## src/rtl/pipe_ctrl_pkg.sv

```systemverilog
// Shared types and helpers for the pipeline valid/ready sequencer.
// Holds the control FSM encoding and the occupancy popcount.
package pipe_ctrl_pkg;

  typedef enum logic [1:0] {
    RUN   = 2'd0,
    DRAIN = 2'd1,
    DONE  = 2'd2
  } pipe_ctrl_state_e;

  // Widest valid-bit vector popcount() accepts; narrower vectors are zero-extended.
  localparam int MAX_STAGES = 64;

  function automatic int unsigned popcount(input logic [MAX_STAGES-1:0] v);
    logic [MAX_STAGES-1:0] rem;
    int unsigned           n;
    rem = v;
    n   = 0;
    for (int i = 0; i < MAX_STAGES; i++) begin
      n   = n + {31'b0, rem[0]};
      rem = rem >> 1;
    end
    return n;
  endfunction

endpackage

```

## src/rtl/pipe_stall_ctrl.sv

```systemverilog
// Valid/ready sequencer for an N-stage register pipeline: per-stage enables,
// valid tracking, bubble collapse, drain handshake and synchronous flush.
module pipe_stall_ctrl
  import pipe_ctrl_pkg::*;
#(
  parameter int NUM_STAGES      = 3,
  parameter int BUBBLE_COLLAPSE = 1
) (
  input  logic                              clk,
  input  logic                              reset,
  input  logic                              in_valid,
  output logic                              in_ready,
  output logic                              out_valid,
  input  logic                              out_ready,
  input  logic                              drain_req,
  output logic                              drain_done,
  input  logic                              flush,
  output logic [NUM_STAGES-1:0]             stage_en,
  output logic [NUM_STAGES-1:0]             stage_valid,
  output logic [$clog2(NUM_STAGES+1)-1:0]   occupancy
);

  localparam int OCC_W = $clog2(NUM_STAGES + 1);

  pipe_ctrl_state_e      state;
  logic                  adv;
  logic                  accept;
  logic [NUM_STAGES-1:0] en_c;
  logic [NUM_STAGES-1:0] valid_nxt;

  assign adv = out_ready || !stage_valid[NUM_STAGES-1];

  // Each stage may advance if the output drains or any stage at or beyond it
  // is empty; written per stage so the enable has no ripple dependency.
  for (genvar k = 0; k < NUM_STAGES; k++) begin : g_stage
    if (BUBBLE_COLLAPSE != 0) begin : g_collapse
      assign en_c[k] = adv || !(&stage_valid[NUM_STAGES-1:k]);
    end else begin : g_global
      assign en_c[k] = adv;
    end

    if (k == 0) begin : g_head
      assign valid_nxt[k] = flush ? 1'b0 : (en_c[k] ? accept : stage_valid[k]);
    end else begin : g_body
      assign valid_nxt[k] = flush ? 1'b0 : (en_c[k] ? stage_valid[k-1] : stage_valid[k]);
    end
  end

  // in_ready depends only on state and downstream inputs, never on in_valid.
  assign in_ready   = en_c[0] && (state == RUN) && !drain_req && !flush;
  assign accept     = in_valid && in_ready;
  assign stage_en   = flush ? '1 : en_c;
  assign out_valid  = stage_valid[NUM_STAGES-1];
  assign drain_done = (state == DONE) && drain_req;
  assign occupancy  = OCC_W'(popcount(MAX_STAGES'(stage_valid)));

  // NOTE: sequential state uses non-blocking assignments so every flop samples
  // pre-edge values regardless of statement order.
  always_ff @(posedge clk or negedge reset) begin
    if (!reset) begin
      stage_valid <= '0;
      state       <= RUN;
    end else begin
      stage_valid <= valid_nxt;
      case (state)
        RUN: begin
          if (drain_req) state <= DRAIN;
        end
        DRAIN: begin
          if (!drain_req)            state <= RUN;
          else if (valid_nxt == '0)  state <= DONE;
        end
        DONE: begin
          if (!drain_req) state <= RUN;
        end
        default: state <= RUN;
      endcase
    end
  end

endmodule

```

## config.mk

```make
export PLATFORM = sky130hd
export DESIGN_NAME = pipe_stall_ctrl
export DESIGN_NICKNAME = d
export VERILOG_FILES = /design/src/rtl/pipe_ctrl_pkg.sv /design/src/rtl/pipe_stall_ctrl.sv
export SDC_FILE = /design/constraint.sdc
export NUM_CORES = 1
export LEC_CHECK = 0
export CAP_MARGIN = 30
export CORE_AREA = 10 10 47 49
export CTS_BUF_LIST = sky130_fd_sc_hd__clkbuf_2 sky130_fd_sc_hd__clkbuf_4 sky130_fd_sc_hd__clkbuf_8
export CTS_CLUSTER_DIAMETER = 120
export CTS_CLUSTER_SIZE = 25
export DETAILED_ROUTE_END_ITERATION = 8
export DIE_AREA = 0 0 57 59
export PLACE_DENSITY = 0.51
export SLEW_MARGIN = 20
export SYNTH_ARGS = -nofsm -noshare
export SYNTH_HDL_FRONTEND = slang
export SYNTH_SLANG_ARGS = --single-unit
```

## constraint.sdc

```tcl
create_clock -name clk -period 2.47 [get_ports clk]
set_input_delay 0.494 -clock clk [delete_from_list [all_inputs] [get_ports clk]]
set_output_delay 0.494 -clock clk [all_outputs]
set_load 0.01 [all_outputs]
```

==> impl_metrics.yaml <==
status:
  outcome: "finished, final reports clean"
logic_synthesis:
  synthesis.area_um2: 287
  ys_types: 17
  synth.top_cell.area_share: 0.437
  post-synth-top-area-cell: "dfrtp_1"
  synth_seq_cells: 5
  ys_warn_count: 0
  syn_inst: 29
  seq_area_frac_synth: 0.437
  synth.top_cells.by_area: "dfrtp_1 44%, fa_1 7.0%, nor2_1 6.6%, nor2b_4 4.8%, nand2b_1 4.4%"
  syn-num-nets: 36
  avgSynthCellArea_um2: 9.88
placement:
  portBuffers: 16
  dp_hpwl_um: 627
  routabilityCongestion: 0.645
  dp_slack_ns: 0.0599
  dp_cells: 61
  place_area_um2: 467
routing:
  viasPerCell: 4.12
  wl_met1_um: 274
  routed_wirelength_um: 715
  ant_nets: 0
  routed-wl-met2_um: 332
  wl_per_cell_um: 11.0
  wl_met3_um: 97
  top_layer: "met4"
  drt_iter0_drc: 1
  drt_first_pass_iters: 4
  drc: 0
  via_count: 268
timing:
  slew_headroom: 0.849
  fin_skew_ns: 0.000967
  hold_viol: 0
  drv_slew: 0
  setup_viol: 0
  tns_ns: 0
  finalCritPeriodShare: 0.964
  worstMarginPinSlew_ns: 0.225
  rsz0062_at_grt: "no"
  setup_slack_ns: 0.0900
  fmaxAchievable_mhz: 420
  period_needed_ns: 2.38
clock_network:
  ctsLongestPathBuffers: 2
  clk_pin_slew_ns: 0.04
  clkSinkCount: 5
  cts-hold-fix-buffers: 0
  h-tree-depth: 1
  clock_latency_ns: 0.23
  cts_root_buffer: "clkbuf_4"
  cts_tree: "done"
  cts_buffers: 3
pwr:
  seqPwrFrac: 0.369
  powerDensity_nw_per_um2: 604
  p_sw_frac: 0.260
  combPwrFrac: 0.298
  p_sw_uw: 78.3
  peakVddDrop_v: 0.000188
  p_leak_nw: 0.214
  total_power_uw: 302
  power_frac_clock: 0.333
  power.internal_uw: 223
critical_path:
  cp_common_cell: "clkdlybuf4s50_1"
  slowest_stage: "clkdlybuf4s50_1"
  critical_path_class: "input port to output port"
  cp_slowest_stage_delay_ns: 0.47
  end_kind: "output port"
  startpoint_type: "input port"
  crit_required_ns: 1.98
  cp_num_buf_inv: 2
  path_cells: "clkdlybuf4s50_1 > nor2b_4 > nand3_1 > and3b_2 > clkdlybuf4s50_1"
  path_max_fanout: 4
  critPathTopFamily: "buffers and inverters"
  critical_path_arrival_ns: 1.89
floorplanning:
  die_x_um: 57
  rows: 14
  io_pins: 17
  core_area_um2: 1400
  die_y_um: 59
  dieArea_um2: 3360
  start_util: 0.204
global_routing:
  grt_overflow: 0
  grt_pass1_vias: 277
  grt_pass1_wl_um: 1190
  grt_usage: 0.0461
  grt_antenna_before_repair: 0
  grt_max_degree: 9
worst_hold_path:
  hold_path.class: "input port to asynchronous set/reset pin"
job:
  drv_cap: 0
layout:
  area_growth_pct: 74.2
  final-instance-count-excl-fill: 65
  nNetsFinal: 57
  fillers: 163
  final_cell_mix: "15 x clkdlybuf4s50_1, 5 x nor2_1, 5 x dfrtp_1"
  drive_gt1_frac: 0.143
  final_common_cell: "clkdlybuf4s50_1"
  fin_area_um2: 499
  diodes: 0
==> state kept, by name, indices dropped and copies added, names as in the netlist <==
signal and flops:
stage_valid 3, state 2
==> layout make-up <==
type	instances	area (um2)	area share
well taps	16	20.0	0.0401
clock buffers	4	30.0	0.0602
multi-input cells	23	154	0.308
repair buffers	17	170	0.341
flip-flops and latches	5	125	0.251
==> routing by layer <==
metal | global-route usage | vias up
met1 | 0.0447 | 118
met4 | 0.0503 | 0
li1 | - | 138
met5 | 0 | -
met2 | 0.0636 | 10
met3 | 0.0279 | 2
==> synthesized netlist by cell type, drive strengths merged <==
cell type	count
a21oi	2
nand2b	2
nand3	1
nand3b	1
nor2b	1
nor3b	1
fa	1
or2	1
and3b	2
or2b	1
buf	1
a211o	1
dfrtp	5
nor3	2
nand2	2
nor2	5
==> kinds of logic after synthesis <==
family | share of synthesized area
compound gates | 0.0655
fa+ha+maj | 0.0699
buf+inv | 0.0262
flops | 0.437
simple gates | 0.402
==> per-stage QoR <==
step,util,hold slack [ns]
after floorplan,-,0.198
after global placement,0.333,0.584
after detailed placement,0.333,0.582
after CTS,0.354,0.475
after global routing,0.356,0.476
final,0.356,0.478
==> final timing paths <==
path	to	slack (ns)	depth (start not counted)	startpoint
hold / removal	state[1]	0.48	1	reset
min in group clk	stage_valid[0]	0.58	3	state[1]
setup reg to reg	state[1]	1.31	4	stage_valid[2]
max in group asynchronous	stage_valid[2]	1.81	1	reset
setup / recovery	in_ready	0.09	5	out_ready
hold reg to reg	stage_valid[0]	0.58	3	state[1]
==> power groups by stage <==
stage,clock [mW],combinational (mW),sequential [mW]
3_5_place_dp,0,0.0928,0.113
3_3_place_gp,0,0.0930,0.113
6_report,0.100,0.0898,0.111
5_1_grt,0.110,0.100,0.115
2_1_floorplan,0,0.0490,0.111
4_1_cts,0.106,0.0929,0.112
==> what timing repair did <==
item                       CTS  global route
setup endpoints to repair    0             1
hold endpoints to repair     0             0
resized for setup            0             1
setup buffers                0             0
Power figures use the tool's default switching activity.
